File: src/rtl/timer_if.sv
// -----------------------------------------------------------------------------
// timer_if
// Bus bundle between the system bridge and the countdown timer.
//   addr    bridge byte address (bits [1:0] ignored by the timer)
//   we      write strobe
//   byteen  per-byte write enables, bit i covers wdata[8i+7:8i]
//   wdata   write data
//   rdata   combinational read data from the timer
//   irq     interrupt request towards the CPU
// Modports: master = bridge / CPU side, slave = timer side.
// -----------------------------------------------------------------------------
interface timer_if;
    logic [31:0] addr;
    logic        we;
    logic [3:0]  byteen;
    logic [31:0] wdata;
    logic [31:0] rdata;
    logic        irq;

    modport master (output addr, we, byteen, wdata, input rdata, irq);
    modport slave  (input addr, we, byteen, wdata, output rdata, irq);
endinterface

File: src/rtl/timer_counter.sv
// -----------------------------------------------------------------------------
// timer_counter
// Memory-mapped countdown timer with one-shot / auto-reload modes and a
// maskable interrupt. Four words decoded at BASE_ADDR:
//   +0x0 CTRL   [0]=EN [2:1]=MODE (01 auto-reload, else one-shot) [3]=IM
//   +0x4 PRESET reload value
//   +0x8 COUNT  read-only current count
//   +0xC PRESC  16-bit prescaler when TIMER_PRESCALE_EN is defined, else reads 0
// Ports:
//   clk    system clock, rising edge
//   reset  asynchronous, active-low
//   bus    timer_if.slave (addr, we, byteen, wdata in; rdata, irq out)
// Build option: define TIMER_PRESCALE_EN to add the PRESC register and the
// tick divider; otherwise the FSM advances every clock.
// -----------------------------------------------------------------------------
module timer_counter #(
    parameter logic [31:0] BASE_ADDR = 32'h0000_7F00
) (
    input  logic    clk,
    input  logic    reset,
    timer_if.slave  bus
);

    typedef enum logic [1:0] {S_IDLE, S_LOAD, S_CNT, S_INT} state_t;

    state_t      r_state;
    state_t      w_state_nxt;
    logic [3:0]  r_ctrl;
    logic [31:0] r_preset;
    logic [31:0] r_count;
    logic        r_irq_flag;

    logic        w_hit;
    logic [1:0]  w_off;
    logic        w_wr_ctrl;
    logic        w_wr_preset;
    logic [31:0] w_mask;
    logic [3:0]  w_ctrl_wval;
    logic        w_tick;
    logic        w_reload;
    logic [31:0] w_count_nxt;
    logic        w_flag_set;
    logic        w_flag_drop;
    logic        w_flag_wclr;
    logic        w_en_clr;
    logic [31:0] w_rdata;
    logic        w_unused;

    function automatic logic [31:0] f_byte_mask(input logic [3:0] be);
        return {{8{be[3]}}, {8{be[2]}}, {8{be[1]}}, {8{be[0]}}};
    endfunction

    function automatic logic [31:0] f_merge(input logic [31:0] old_v,
                                            input logic [31:0] new_v,
                                            input logic [31:0] mask);
        return (old_v & ~mask) | (new_v & mask);
    endfunction

    // Address decode: the four words share addr[31:4]; addr[1:0] is ignored.
    assign w_hit       = (bus.addr[31:4] == BASE_ADDR[31:4]);
    assign w_off       = bus.addr[3:2];
    assign w_mask      = f_byte_mask(bus.byteen);
    assign w_wr_ctrl   = bus.we && w_hit && (w_off == 2'd0);
    assign w_wr_preset = bus.we && w_hit && (w_off == 2'd1);
    assign w_ctrl_wval = (r_ctrl & ~w_mask[3:0]) | (bus.wdata[3:0] & w_mask[3:0]);
    assign w_reload    = (r_ctrl[2:1] == 2'b01);
    assign w_unused    = ^bus.addr[1:0];

    // A pending flag is dropped when software rewrites PRESET or re-arms the
    // timer (CTRL write with EN=1). A CTRL write that only toggles IM keeps
    // the flag, so unmasking a completed one-shot raises irq.
    assign w_flag_wclr = w_wr_preset || (w_wr_ctrl && w_ctrl_wval[0]);

`ifdef TIMER_PRESCALE_EN
    logic [15:0] r_presc;
    logic [15:0] r_div;
    logic        w_wr_presc;

    assign w_wr_presc = bus.we && w_hit && (w_off == 2'd3);
    assign w_tick     = (r_div == r_presc);

    always_ff @(posedge clk or negedge reset) begin
        if (!reset) begin
            r_presc <= '0;
        end else if (w_wr_presc) begin
            r_presc <= (r_presc & ~w_mask[15:0]) | (bus.wdata[15:0] & w_mask[15:0]);
        end
    end

    // Free-running divider; restarts on every CTRL write so a newly enabled
    // timer always sees a full prescale period before its first tick.
    always_ff @(posedge clk or negedge reset) begin
        if (!reset) begin
            r_div <= '0;
        end else if (w_wr_ctrl || w_tick) begin
            r_div <= '0;
        end else begin
            r_div <= r_div + 16'd1;
        end
    end
`else
    assign w_tick = 1'b1;
`endif

    always_comb begin
        w_rdata = '0;
        if (w_hit) begin
            case (w_off)
                2'd0: w_rdata = {28'd0, r_ctrl};
                2'd1: w_rdata = r_preset;
                2'd2: w_rdata = r_count;
`ifdef TIMER_PRESCALE_EN
                2'd3: w_rdata = {16'd0, r_presc};
`else
                2'd3: w_rdata = '0;
`endif
                default: w_rdata = '0;
            endcase
        end
    end

    assign bus.rdata = w_rdata;
    assign bus.irq   = r_ctrl[3] & r_irq_flag;

    // FSM next-state and datapath decisions; nothing moves without a tick.
    always_comb begin
        w_state_nxt = r_state;
        w_count_nxt = r_count;
        w_flag_set  = 1'b0;
        w_flag_drop = 1'b0;
        w_en_clr    = 1'b0;
        if (w_tick) begin
            case (r_state)
                S_IDLE: begin
                    if (r_ctrl[0]) w_state_nxt = S_LOAD;
                end
                S_LOAD: begin
                    w_count_nxt = r_preset;
                    w_state_nxt = S_CNT;
                end
                S_CNT: begin
                    if (!r_ctrl[0]) begin
                        w_state_nxt = S_IDLE;
                    end else if (r_count > 32'd1) begin
                        w_count_nxt = r_count - 32'd1;
                    end else begin
                        // 0 and 1 both expire here, so COUNT never wraps.
                        w_count_nxt = '0;
                        w_flag_set  = 1'b1;
                        w_state_nxt = S_INT;
                    end
                end
                S_INT: begin
                    if (w_reload) begin
                        w_flag_drop = 1'b1;
                        w_state_nxt = S_LOAD;
                    end else begin
                        w_en_clr    = 1'b1;
                        w_state_nxt = S_IDLE;
                    end
                end
                default: w_state_nxt = S_IDLE;
            endcase
        end
    end

    always_ff @(posedge clk or negedge reset) begin
        if (!reset) begin
            r_state <= S_IDLE;
        end else begin
            r_state <= w_state_nxt;
        end
    end

    always_ff @(posedge clk or negedge reset) begin
        if (!reset) begin
            r_count <= '0;
        end else begin
            r_count <= w_count_nxt;
        end
    end

    // A bus write to CTRL overrides the one-shot EN self-clear in the same cycle.
    always_ff @(posedge clk or negedge reset) begin
        if (!reset) begin
            r_ctrl <= '0;
        end else if (w_wr_ctrl) begin
            r_ctrl <= w_ctrl_wval;
        end else if (w_en_clr) begin
            r_ctrl[0] <= 1'b0;
        end
    end

    always_ff @(posedge clk or negedge reset) begin
        if (!reset) begin
            r_preset <= '0;
        end else if (w_wr_preset) begin
            r_preset <= f_merge(r_preset, bus.wdata, w_mask);
        end
    end

    // Expiry beats a simultaneous software clear so no interrupt is lost.
    always_ff @(posedge clk or negedge reset) begin
        if (!reset) begin
            r_irq_flag <= 1'b0;
        end else if (w_flag_set) begin
            r_irq_flag <= 1'b1;
        end else if (w_flag_drop || w_flag_wclr) begin
            r_irq_flag <= 1'b0;
        end
    end

endmodule

File: src/flat_wrapper.sv
// flat-port wrapper written by rule: the top's interface ports become plain ports
module timer_counter_flat 
#(
    parameter logic [31:0] BASE_ADDR = 32'h0000_7F00
)
  (clk, reset, bus_addr, bus_we, bus_byteen, bus_wdata, bus_rdata, bus_irq);
  timer_if bus_i ();
  input  logic clk;
  input  logic reset;
  input wire logic [$bits(bus_i.addr)-1:0] bus_addr;
  input wire logic [$bits(bus_i.we)-1:0] bus_we;
  input wire logic [$bits(bus_i.byteen)-1:0] bus_byteen;
  input wire logic [$bits(bus_i.wdata)-1:0] bus_wdata;
  output wire logic [$bits(bus_i.rdata)-1:0] bus_rdata;
  output wire logic [$bits(bus_i.irq)-1:0] bus_irq;
  assign bus_i.addr = bus_addr;
  assign bus_i.we = bus_we;
  assign bus_i.byteen = bus_byteen;
  assign bus_i.wdata = bus_wdata;
  assign bus_rdata = bus_i.rdata;
  assign bus_irq = bus_i.irq;
  timer_counter #(.BASE_ADDR(BASE_ADDR)) u_core (.clk(clk), .reset(reset), .bus(bus_i));
endmodule
File: config.mk
export PLATFORM = sky130hd
export DESIGN_NAME = timer_counter_flat
export DESIGN_NICKNAME = d
export VERILOG_FILES = /design/src/rtl/timer_if.sv /design/src/rtl/timer_counter.sv /design/src/flat_wrapper.sv
export SDC_FILE = /design/constraint.sdc
export NUM_CORES = 1
export LEC_CHECK = 0
export CAP_MARGIN = 25
export CORE_MARGIN = 2
export CORE_UTILIZATION = 50
export DETAILED_ROUTE_END_ITERATION = 10
export GPL_TIMING_DRIVEN = 0
export PLACE_DENSITY = 0.9
export SYNTH_ARGS = -nofsm -noshare
export SYNTH_HDL_FRONTEND = slang
export SYNTH_SLANG_ARGS = --single-unit
File: constraint.sdc
create_clock -name clk -period 3.15 [get_ports clk]
set_input_delay 0.63 -clock clk [delete_from_list [all_inputs] [get_ports clk]]
set_output_delay 0.63 -clock clk [all_outputs]
set_load 0.01 [all_outputs]
* Word-level counts from Yosys, hierarchy flattened
Cells that the tools add are included. W data, S select, Z words.
Storage, ports and cells: bits in registers 71, word-level logic and storage cells 62
Operators by class: add/subtract/negate cells 1, magnitude comparators 1, equal/unequal tests 11, multiplexer cells 21, bitwise logic cells 9, reductions and logical operators 13
Operators by type and width (number):
- $pmux W32 S4 | 1
- $mux W32 | 3
- $and A32 B32 Y32 | 2
- $pmux W32 S2 | 1
- $gt A32 B1 Y1 const B | 1
- $not A32 Y32 | 1
- $or A32 B32 Y32 | 1
- $sub A32 B1 Y32 const B | 1
- $eq A28 B11 Y1 const B | 1
- $mux W1 | 12
- $and A4 B4 Y4 | 2
- $eq A2 B2 Y1 const B | 4
- $pmux W2 S4 | 1
- $eq A2 B1 Y1 const B | 3
- $mux W2 | 3
- $reduce_bool A2 Y1 | 3
- $logic_and A1 B1 Y1 | 4
- $logic_not A2 Y1 | 2
- $ne A2 B1 Y1 const B | 2
- $not A4 Y4 | 1
- $or A4 B4 Y4 | 1
- $reduce_and A2 Y1 | 2
- $ne A3 B3 Y1 const B | 1
- $logic_or A1 B1 Y1 | 2
- $and A1 B1 Y1 | 1

* Depth between registers and ports, before layout
Gate-level depths: netlist of the first run.
depth in word-level cells 8, mapped depth 8, gate-level depth less buffers 7

* Least setup slack after synthesis of the first run
Ideal clock, no wire load.
kind input port to output port, start input port bus_addr[5], end output port bus_rdata[10], arrival 2066 ps, slack 454 ps, stages on the path 6, path through nor4_1 -> nand4_1 -> or4_4 -> buf_6 -> clkbuf_1 -> nor2_1
On the way: longest elaborated chain between the ends 2
RTL lines:
- start: declaration | RTL line flat_wrapper.sv:10 | input wire logic [$bits(bus_i.addr)-1:0] bus_addr;
- $eq A28 B11 Y1 | RTL line timer_counter.sv:60 | assign w_hit = (bus.addr[31:4] == BASE_ADDR[31:4]);
- $mux W32 | RTL line timer_counter.sv:107 | if (w_hit) begin
- end: declaration | RTL line flat_wrapper.sv:14 | output wire logic [$bits(bus_i.rdata)-1:0] bus_rdata;
Every way passes these cells.

* Worst setup path after layout of the first run
start input port bus_addr[19], end output port bus_rdata[4]
Same word-level chain as after synthesis.

==> run_results.csv, run 1 <==
group,metric,value,unit
clock_network,cts.clk_slew.worst_paths,0.08,ns
clock_network,cts-root-buf,"clkbuf_8",
final_layout,stdcell_area,5670,sq um
drt,wl_per_cell,20.7,um
grt,grt_pass1_wl,22.7,mm
clock_network,hold_buffers,0,
final_layout,area_delta_synth_final,31.0,%
worst_setup_path,critical_path_required,2.52,ns
final_layout,final.fill_count,628,
drt,routed_wl,14.1,mm
worst_setup_path,r2r-end,"u_core.r_count[7]$_DFFE_PN0P_",
timing,clock_skew,0.00992,ns
drt,vias,4344,
synthesis,ys_async_sr_fraction,100,%
timing,holdWs,0.403,ns
drt,viasPerCell,6.37,
place,hpwl,9.62,mm
synthesis,syn_area,4330,sq um
final_layout,drive_gt1_share,22.7,%
drt,drc,0,
drt,drtIter0Drc,462,
final_layout,final_common_cell,"dfrtp_1",
synthesis,yosys_warnings,0,
clock_network,clock_latency,0.35,ns
floorplan,initial_utilization,52.2,%
worst_setup_path,startpoint,"bus_addr[19]",
final_layout,layout.nets,647,
timing,tightest_slew,0.958,ns
floorplan,io_pins,104,
worst_setup_path,regToRegStartpoint,"u_core.r_state[0]$_DFFE_PN0P_",
clock_network,cts_buffers,9,
drt,final_antenna_net_count,0,
floorplan,coreArea,8300,sq um
synthesis,ys.flop_type,"dfrtp_1",
floorplan,die_h,97.1,um
floorplan,fp.dieW,97.1,um
final_layout,multiInputGateArea,2420,sq um
grt,antenna_found_initial,0,
power_and_ir_drop,p_leak,2.62,nW
place,dp.cells,660,
grt,grt_pass1_vias,4512,
worst_setup_path,critPathArrivalTime,2.50,ns
synthesis,ys_ff_latch,71,
place,place_area,5460,sq um
clock_network,clock_sinks,71,
synthesis,netlist_instances,455,
timing,hold_violations,0,
floorplan,rows,33,
timing,worst_slack,0.0170,ns
timing,max_freq,0.319,GHz
floorplan,die-area,9420,sq um
grt,grt_max_degree,72,
worst_setup_path,crit_end,"bus_rdata[4]",
worst_setup_path,crit_path_end_kind,"output pin",
run_status,outcome,"finished clean",
synthesis,synth_edf_count,0,
place,gp_congestion,0.948,
final_layout,fin_cells,682,
worst_hold_path,hold_class,"input port to asynchronous set/reset pin",
grt,grt_use_total,29.8,%
timing,finalSetupTns,0,ns
synthesis,synth_nets,528,
power_and_ir_drop,vdd_drop_max,0.000169,V
drt,firstDrtPassIters,5,
timing,fin_crit,3.13,ns
worst_setup_path,path_class,"input port to output pin",
power_and_ir_drop,power,1.69,mW
final_layout,layout_common_cells,"71 x dfrtp_1, 51 x nor2_1, 51 x clkdlybuf4s50_1",
worst_setup_path,r2r_cells,7,
flow_run,cap_violations,0,
timing,maxSlewHeadroom,35.6,%
synthesis,ys_seq_area_share,41.0,%
power_and_ir_drop,power_per_cell_area,298,nW/um^2
worst_setup_path,start_kind,"input port",
timing,final.period_utilization,99.5,%
clock_network,cts_tree,"yes",
final_layout,finish.utilization,68.3,%
final_layout,seq_area,1780,sq um
timing,grt_setup_unrepaired,"false",
clock_network,htreeDepth,3,
place,io_buffers,100,
place,pre_cts_slack,-0.765,ns
final_layout,n_antenna_cell,0,
timing,setup_viol,0,
synthesis,synth.avg_cell_area,9.51,sq um
timing,maxSlewViolCount,0,
worst_setup_path,crit_fanout,8,
grt,grt-ovfl-total,0,
clock_network,clk_path_buf_depth,2,
synthesis,ys_types,58,
worst_setup_path,r2r_slack,0.17,ns
[critical path, cell delays in order]
cell           delay [ns]
dlygate4sd2_1        0.24
nor4_2               0.28
nand3_1              0.16
or4_4                0.68
clkbuf_16            0.22
nor2_1               0.14
buf_2                0.16
[kinds of logic (layout without fill, tap and decap cells)]
group	after synthesis	count (layout)	synth area share, %
compound gates	120	120	20.1
flops	71	71	41.0
buf+inv	45	166	4.51
simple gates	169	170	20.9
fa+ha+maj	2	2	0.578
mux	48	48	12.8
[metal layers]
| metal | vias to the layer above | GRT usage, % | share of wire, % | routed length, um |
|---|---|---|---|---|
| li1 | 1951 | - | - | - |
| met1 | 2079 | 39.0 | 40 | 5580 |
| met2 | 267 | 48.6 | 47 | 6700 |
| met3 | 47 | 5.76 | 9.9 | 1400 |
| met4 | 0 | 12.6 | 3.1 | 433 |
| met5 | - | 0 | 0 | 0 |
[what timing repair did]
action,CTS,global route
pin swaps,8,8
buffers inserted,7,1
setup endpoints to repair,32,33
gates resized for setup,168,11
cloned,3,1
[power breakdown]
part	switching [mW]	internal, mW
clock	0.326	0.320
combinational	0.0566	0.0764
sequential	0.000000117	0.911
total	0.383	1.31
[cells in the mapped netlist, types with 2 or more instances]
cell type,n,share of area (%)
clkbuf_1,24,2.1
nor3_2,2,0.46
o22ai_1,7,1.0
nor4_2,2,0.58
nor3b_1,2,0.35
or3_1,4,0.58
nor3_1,16,1.8
nand3_1,13,1.5
o21ai_0,22,2.5
or2_1,4,0.58
inv_1,11,0.95
ha_1,2,0.58
nand2_1,25,2.2
dfrtp_1,71,41
a221o_1,4,0.92
o31ai_1,6,1.0
mux2_2,27,7.0
a32o_1,2,0.46
or2_2,3,0.43
a211o_1,2,0.40
buf_6,2,0.52
o41ai_1,5,1.0
nand4_1,7,1.0
a22o_1,10,2.0
o211ai_1,4,0.69
nor2b_1,9,1.3
a21o_1,3,0.52
mux2_4,8,2.8
nor4_4,2,0.98
and2_1,2,0.29
a22oi_1,36,6.2
buf_2,6,0.69
a21oi_1,9,1.0
nand2b_1,2,0.29
o31a_1,2,0.40
mux2i_1,12,2.8
nor4_1,10,1.4
or3b_2,2,0.40
or4_1,2,0.35
nor2_1,55,4.8
[worst min-delay path by stage]
| stage | start | depth (start not counted) | end |
|---|---|---|---|
| detailed placement | flip-flop | 2 | u_core.r_count[10]$_DFFE_PN0P_ |
| global route | reset | 1 | asynchronous set/reset pin |
| floorplan | reset | 0 | asynchronous set/reset pin |
| finish | reset | 1 | asynchronous set/reset pin |
| CTS | reset | 1 | asynchronous set/reset pin |
| global placement | flip-flop | 2 | u_core.r_count[10]$_DFFE_PN0P_ |
[layout make-up]
| type | instances | share of cell area [%] |
|---|---|---|
| well taps | 105 | 2.32 |
| inverters | 12 | 0.794 |
| repair buffers | 110 | 16.4 |
| plain buffers | 30 | 3.60 |
| clock inverters | 1 | 0.0883 |
| flip-flops and latches | 71 | 31.3 |
| multi-input cells | 340 | 42.7 |
| clock buffers | 13 | 2.80 |
(Power assumes the default switching activity.)
==> run 2: changes to the inputs <==
==> constraint.sdc (replaced) <==
create_clock -name clk -period 3.2 [get_ports clk]
set_input_delay 0.64 -clock clk [delete_from_list [all_inputs] [get_ports clk]]
set_output_delay 0.64 -clock clk [all_outputs]
set_load 0.01 [all_outputs]
==> run 2 against run 1 <==
Compared with the run above:
- the run now ends with negative setup slack left
- register-to-register slack got worse by 0.05 ns
- non-clock buffer count decreased by 2
- final cell count down 0.29%
- flip-flop and latch count stayed put
- combinational power grew 4%
- wire length rose by 1.3%
- worst setup slack got worse by 0.067 ns
- global-route usage shrank 0.49 points
- clock-buffer cell count did not move
- core utilization increased by 0.75 points
- highest routed layer unchanged
==> run_results.csv, run 2 (synthesized netlist as in run 1, its figures left out) <==
group,metric,value,unit
clock_network,cts_buffers,9,
power_and_ir_drop,netSwitchingFraction,22.9,%
final_layout,drive_gt1_share,24.5,%
power_and_ir_drop,seq_power_share,53.5,%
power_and_ir_drop,vdd_drop_max,0.000166,V
floorplan,io_pins,104,
grt,grt-ovfl-total,0,
floorplan,fp.dieW,97.1,um
timing,setup_viol,20,
worst_setup_path,critical_path_required,2.56,ns
timing,fin_crit,3.25,ns
clock_network,cts.clk_slew.worst_paths,0.07,ns
worst_setup_path,start_kind,"input port",
drt,firstDrtPassIters,8,
drt,drtIter0Drc,388,
clock_network,cts_tree,"yes",
drt,wl_per_cell,21.0,um
floorplan,die_h,97.1,um
place,place_area,5460,sq um
worst_setup_path,path_class,"input port to output pin",
worst_hold_path,hold_class,"input port to asynchronous set/reset pin",
worst_setup_path,crit_path_end_kind,"output pin",
timing,finalSetupTns,-0.507,ns
place,hpwl,9.62,mm
worst_setup_path,path_delay_family,"simple AND/OR/NAND/NOR gates",
final_layout,seq_area,1780,sq um
final_layout,layout_common_cells,"71 x dfrtp_1, 59 x clkdlybuf4s50_1, 38 x nor2_1",
worst_setup_path,critPathArrivalTime,2.61,ns
final_layout,area_delta_synth_final,32.4,%
power_and_ir_drop,combPwrFrac,8.2,%
drt,drc,0,
worst_setup_path,crit_buf_inv,3,
worst_setup_path,critPathMaxStageDelay,0.59,ns
drt,routed_wl,14.3,mm
floorplan,coreArea,8300,sq um
place,dp.cells,660,
place,pre_cts_slack,-0.735,ns
final_layout,n_antenna_cell,0,
final_layout,multiInputGateArea,2460,sq um
timing,worst_slack,-0.0498,ns
drt,viasPerCell,6.42,
power_and_ir_drop,power_per_cell_area,292,nW/um^2
worst_setup_path,path_cells,"clkdlybuf4s50_1, nor4_2, nand3_1, or4_4, clkbuf_16, nor2_2, buf_2",
grt,grt_use_total,29.3,%
power_and_ir_drop,p_int,1.29,mW
flow_run,cap_violations,0,
timing,clock_skew,0.00693,ns
worst_setup_path,critPathSlowestCell,"or4_4",
worst_setup_path,crit_fanout,8,
timing,final.period_utilization,102,%
final_layout,fin_cells,680,
grt,grt_pass1_vias,4444,
clock_network,clk_path_buf_depth,2,
drt,vias,4364,
grt,antenna_found_initial,0,
run_status,outcome,"finished with violations",
place,gp_congestion,0.948,
timing,maxSlewViolCount,0,
floorplan,rows,33,
clock_network,cts-root-buf,"clkbuf_8",
final_layout,finish.utilization,69.1,%
final_layout,layout.nets,645,
timing,tightest_slew,0.935,ns
run_status,failed_checks,"negative setup slack",
place,io_buffers,100,
power_and_ir_drop,clockPowerShare,38.2,%
grt,grt_max_degree,72,
power_and_ir_drop,power,1.67,mW
timing,max_freq,0.308,GHz
clock_network,clock_sinks,71,
clock_network,htreeDepth,3,
clock_network,hold_buffers,0,
floorplan,initial_utilization,52.2,%
timing,holdWs,0.400,ns
timing,maxSlewHeadroom,37.7,%
power_and_ir_drop,switchingPower,0.383,mW
final_layout,stdcell_area,5730,sq um
timing,hold_violations,0,
final_layout,final.fill_count,628,
drt,final_antenna_net_count,0,
grt,grt_pass1_wl,22.4,mm
final_layout,final_common_cell,"dfrtp_1",
power_and_ir_drop,p_leak,2.65,nW
floorplan,die-area,9420,sq um
clock_network,clock_latency,0.35,ns
[run 2: cell types whose count changed in the layout (fill, tap and decap cells not counted), sizes merged]
cell	delta
clkbuf	+5
buf	-7
clkdlybuf4s15	-1
clkdlybuf4s50	+8
dlygate4sd2	-14
dlymetal6s2s	+7
[run 2: cell type report]
class / count / area share (%)
multi-input cells: 340 / 43.0
flip-flops and latches: 71 / 31.0
repair buffers: 107 / 17.0
plain buffers: 31 / 3.12
clock buffers: 13 / 2.77
well taps: 105 / 2.29
inverters: 12 / 0.786
clock inverters: 1 / 0.0873
[run 2: metal layers]
layer  vias to the layer above  track usage (%)  share of wire [%]
li1                       1943                -                  -
met1                      2098             39.0                 40
met2                       278             48.1                 48
met3                        45             4.82                9.3
met4                         0             11.3                2.9
met5                         -                0                  0
[run 2: timing repair]
action	4_1_cts	5_1_grt
pin swaps	4	6
buffers inserted	3	1
cloned	1	3
endpoints found under the setup margin	32	48
hold endpoints to repair	0	0
gates resized for setup	103	77
[run 2: power groups by stage]
stage / combinational (mW) / sequential, mW / clock (mW)
after floorplan: 0.0204 / 0.914 / 0
after global placement: 0.128 / 0.914 / 0
after detailed placement: 0.131 / 0.914 / 0
after CTS: 0.134 / 0.897 / 0.637
after global routing: 0.149 / 0.896 / 0.674
final: 0.138 / 0.897 / 0.641
[run 2: worst paths after layout]
| path | slack, ns | endpoint | startpoint | cells after the start |
|---|---|---|---|---|
| max | -0.05 | bus_rdata[2] | bus_addr[28] | 7 |
| min | 0.40 | asynchronous set/reset pin | reset | 1 |
| max reg2reg | 0.12 | u_core.r_count[7]$_DFFE_PN0P_ | u_core.r_state[0]$_DFFE_PN0P_ | 7 |
| min reg2reg | 0.53 | u_core.r_count[23]$_DFFE_PN0P_ | flip-flop | 2 |
| max in group asynchronous | 2.15 | u_core.r_count[4]$_DFFE_PN0P_ | reset | 1 |
| min in group clk | 0.53 | u_core.r_count[23]$_DFFE_PN0P_ | flip-flop | 2 |
==> RTL change 1 (config.mk and constraints of run 2) <==
Re-encode `state_t` (4 states) as one-hot, 4 bits wide.
--- a/src/rtl/timer_counter.sv
+++ b/src/rtl/timer_counter.sv
@@ -21,7 +21,7 @@
     timer_if.slave  bus
 );
 
-    typedef enum logic [1:0] {S_IDLE, S_LOAD, S_CNT, S_INT} state_t;
+    typedef enum logic [3:0] {S_IDLE = 4'b0001, S_LOAD = 4'b0010, S_CNT = 4'b0100, S_INT = 4'b1000} state_t;
 
     state_t      r_state;
     state_t      w_state_nxt;
Behaviour: same outputs for any inputs over 4 cycles, from zero or initial values and one cycle with reset low; so few cycles prove little.
==> RTL change 1 against run 2 <==
  * Combinational power about the same
  * Via count up 8.0%
  * Power grew 17%
  * Worst setup slack improved by 96 ps
  * Critical path depth unchanged
  * Wire length increased by 2.7%
  * Register-to-register slack improved by 190 ps
  * Area after synthesis is 3.1% higher
  * Final cell count is 3.2% higher
  * Sequential power up 2.8%
  * Clock power grew 40%
  * Cell area up 2.6%
  * Sequential cell count rose by 2
  * Critical path type unchanged
  * Critical endpoint is now bus_rdata[29]
  * Largest power group unchanged
==> RTL change 1: results (changes against run 2) <==
[detailed_routing]
dr.pass1.iters=6  ; -2
wire_per_inst_um=20.9  ; -0.56%
met1Wirelength_mm=6.13  ; +7.8%
route.met3.wl_mm=1.18  ; -12%
routed-wl-met2_mm=6.97  ; +1.4%
drt-initial-drc-count=491  ; +27%

[grt]
globalRouteOverflowTotal=0  ; unchanged
grt_util_met3_pct=3.69  ; -1.1 points
track_usage_pct=30.5  ; +1.2 points
gr-usage-met2_pct=49.2  ; +1.1 points
grt_use_met1_pct=42.2  ; +3.2 points
grt_start_max_net_pins=72  ; unchanged
grt_first_pass_wirelength_mm=23.8  ; +6.0%

[cells_and_area]
instances_no_fill=702  ; +3.2%
diodes=0  ; unchanged
fin_nets=662  ; +2.6%

[power]
ir_drop_mv=0.215  ; +30%
p_leak_nw=2.57  ; -2.9%

[yosys]
syn_area_per_cell_um2=9.40  ; -1.2%
synth.area.top_cells=dfrtp_1 40%, mux2_2 8.8%, a22oi_1 5.4%
synth_cell_types=55  ; -5.2%
synth_nets=548  ; +3.8%
synth-seq-area-share_pct=40.9  ; -0.093 points

[worst_setup_path]
cpMaxStageDelayCell=clkdlybuf4s50_1
reg2reg_to=u_core.r_count[20]
reg2reg_depth=6  ; -1
r2r_slack_ps=310  ; +190 ps
crit_family=buffers and inverters
r2r_start=u_core.r_count[8]
critPathArrivalTime_ps=2510  ; -100 ps
critPathMaxStageDelay_ps=540  ; -50 ps
critPathMaxFanout=10  ; +2

[clocking]
clkTransAtPathRegs_ps=80
clockRootBuffer=clkbuf_8
clockBufferDepth=2  ; unchanged

[placement]
preCtsSetupSlack_ps=-739  ; -3.30 ps
hpwl_mm=10.2  ; +6.3%
place_area_um2=5620  ; +2.9%
place_congestion=0.951  ; +0.32%
placed_cells_incl_taps=683  ; +3.5%
portBuffers=99  ; -1.0%

[sta]
fin_skew_ps=10.7  ; +3.78 ps
holdWs_ps=70.5  ; -330 ps
slew_headroom_pct=52.5  ; +15 points

[floorplan]
rows=34  ; +3.0%

[run_status]
status=finished clean

[RTL change 1: layout make-up]
| cell class | count | area [um^2] |
|---|---|---|
| Buffer | 35 | 171 |
| Clock buffer | 11 | 141 |
| Clock inverter | 5 | 103 |
| Fill cell | 717 | 2790 |
| Inverter | 9 | 33.8 |
| Multi-Input combinational cell | 356 | 2530 |
| Sequential cell | 73 | 1830 |
| Tap cell | 108 | 135 |
| Timing Repair Buffer | 105 | 942 |
[RTL change 1: logic make-up (layout without fill, tap and decap cells)]
logic type / count (synthesis) / after routing / synth area share, %
AND/OR/NAND/NOR: 181 / 181 / 21.6
buffers and inverters: 46 / 165 / 4.15
AO/OA/AOI/OAI: 131 / 131 / 22.3
multiplexers: 42 / 42 / 10.4
adder cells (fa/ha/maj): 2 / 2 / 0.560
flip-flops: 73 / 73 / 40.9
[RTL change 1: timing repair]
item | 4_1_cts | 5_1_grt
gates resized for setup | 103 | 44
hold endpoints to repair | 0 | 0
setup endpoints to repair | 32 | 31
setup buffers | 4 | 1
pin swaps | 4 | 3
[RTL change 1: how the worst max path moves through the flow]
| stage | from | to | slack, ps | depth (start not counted) |
|---|---|---|---|---|
| after global routing | bus_addr[19] | bus_rdata[8] | -20 | 7 |
| final | bus_addr[2] | bus_rdata[29] | 50 | 7 |
| after CTS | bus_addr[19] | bus_rdata[22] | -50 | 8 |
| after global placement | reset | asynchronous set/reset pin | -1060 | 1 |
| after floorplan | bus_addr[17] | bus_rdata[10] | 620 | 6 |
| after detailed placement | bus_addr[2] | bus_rdata[29] | -740 | 7 |
[RTL change 1: power breakdown]
part	internal (mW)	switching, mW	total, mW	leakage [nW]
combinational	0.0819	0.0559	0.138	1.44
clock	0.538	0.361	0.899	0.120
sequential	0.922	0.0000000352	0.922	1.01
total	1.54	0.417	1.96	2.57
==> RTL change 2 (config.mk and constraints of run 2) <==
Without the edit above. Build with the macro `TIMER_PRESCALE_EN` defined.
--- a/src/rtl/timer_counter.sv
+++ b/src/rtl/timer_counter.sv
@@ -13,6 +13,8 @@
 // Build option: define TIMER_PRESCALE_EN to add the PRESC register and the
 // tick divider; otherwise the FSM advances every clock.
 // -----------------------------------------------------------------------------
+`define TIMER_PRESCALE_EN
+
 module timer_counter #(
     parameter logic [31:0] BASE_ADDR = 32'h0000_7F00
 ) (
Check against the original RTL: not equivalent (Yosys sat finds a counterexample within 4 cycles, from zero or initial values and one cycle with reset low).
==> RTL change 2 against run 2 <==
  * Global-route usage decreased by 1.4 points
  * Combinational power increased by 18%
  * Clock power increased by 73%
  * Cell area increased by 34%
  * Fmax increased by 2.2%
  * Clock skew increased by 4.1 ps
  * Utilization decreased by 2.2 points
  * Wire length increased by 30%
  * Power increased by 54%
  * Sequential cell count increased by 32
  * Area after synthesis increased by 37%
  * Worst setup slack improved by 71 ps
  * Largest power group unchanged
  * Sequential power increased by 45%
==> RTL change 2: results (changes against run 2) <==
[yosys]
synth-seq-area-share_pct=43.6  ; +2.6 points
synth.area.top_cells=dfrtp_1 44%, mux2_2 11%, o21ai_0 5.2%
synthTopCellsByCount=103 x dfrtp_1, 71 x nor2_1, 62 x o21ai_0
synth_nets=674  ; +28%

[placement]
place_area_um2=7120  ; +30%
placed_cells_incl_taps=844  ; +28%
hpwl_mm=12.8  ; +33%
place_congestion=0.972  ; +2.6%
preCtsSetupSlack_ps=-853  ; -117 ps

[cells_and_area]
fin_nets=794  ; +23%
drive_gt1_share_pct=23.9  ; -0.66 points

[detailed_routing]
vias=5563  ; +27%
met1Wirelength_mm=7.44  ; +31%
route.met3.wl_mm=1.73  ; +30%
wirelength_mm=18.5  ; +30%
drt-initial-drc-count=616  ; +59%
via_per_inst=6.41  ; -0.13%
dr.pass1.iters=6  ; -2
routed-wl-met2_mm=8.79  ; +28%

[grt]
grt_pass1_vias=5454  ; +23%
grt_start_max_net_pins=55  ; -24%
track_usage_pct=28.0  ; -1.4 points
grt_first_pass_wirelength_mm=28.2  ; +26%

[worst_setup_path]
critPathMaxStageDelay_ps=570  ; -20 ps
crit_end=bus_rdata[16]
r2r_start=u_core.r_count[22]
reg2reg_depth=7  ; unchanged
reg2reg_to=u_core.r_count[21]
crit_start=bus_addr[20]
r2r_slack_ps=150  ; +30 ps

[power]
p_leak_nw=3.35  ; +27%
ir_drop_mv=0.351  ; +110%

[clocking]
clkTransAtPathRegs_ps=80
clockRootBuffer=clkbuf_16

[sta]
holdWs_ps=314  ; -85.8 ps
fmax_ghz=0.315  ; +2.2%
slew_headroom_pct=38.3  ; +0.64 points
fin_skew_ps=11.0  ; +4.11 ps

[run_status]
status=finished clean

[hold_path]
hp-class=in -> async

RTL change 2: cell count changes in the layout (fill, tap and decap cells not counted), sizes merged, moves of 7 or more:
cell,change
mux2i,-12
nor2,+17
dfrtp,+32
nand2,+9
o21ai,+39
clkdlybuf4s50,-9
xnor2,+22
a21oi,+10
and3,+7
xor2,+8
mux2,+24
a32oi,+10
RTL change 2: logic make-up after synthesis:
family                   share of synthesized area (%)
AO/OA/AOI/OAI                                     16.5
XOR/XNOR                                          4.44
AND/OR/NAND/NOR                                   18.8
multiplexers                                      13.0
adder cells (fa/ha/maj)                          0.635
buffers and inverters                             3.13
flip-flops                                        43.6
RTL change 2: power breakdown:
group | switching [mW] | leakage, nW | internal, mW | total (mW)
Combinational | 0.0792 | 1.78 | 0.0834 | 0.163
Clock | 0.542 | 0.148 | 0.571 | 1.11
Sequential | 0.000000183 | 1.43 | 1.30 | 1.30
RTL change 2: per-layer routing:
| layer | global-route usage [%] | up-vias |
|---|---|---|
| li1 | - | 2462 |
| met5 | 0 | - |
| met1 | 37.2 | 2693 |
| met3 | 6.32 | 66 |
| met2 | 45.1 | 342 |
| met4 | 10.5 | 0 |
RTL change 2: what timing repair did:
item | CTS | global route
setup buffers | 2 | 1
pin swaps | 4 | 8
endpoints found under the setup margin | 32 | 32
resized for setup | 171 | 41
gates cloned | 0 | 4
RTL change 2: area by class of cell:
class / instances / area, um^2
buffer: 32 / 208
clock inverter: 6 / 57.6
inverter: 12 / 45.0
timing repair buffer: 109 / 1080
sequential: 103 / 2580
tap: 143 / 179
fill: 867 / 3790
multi-input combinational: 453 / 3290
clock buffer: 10 / 239
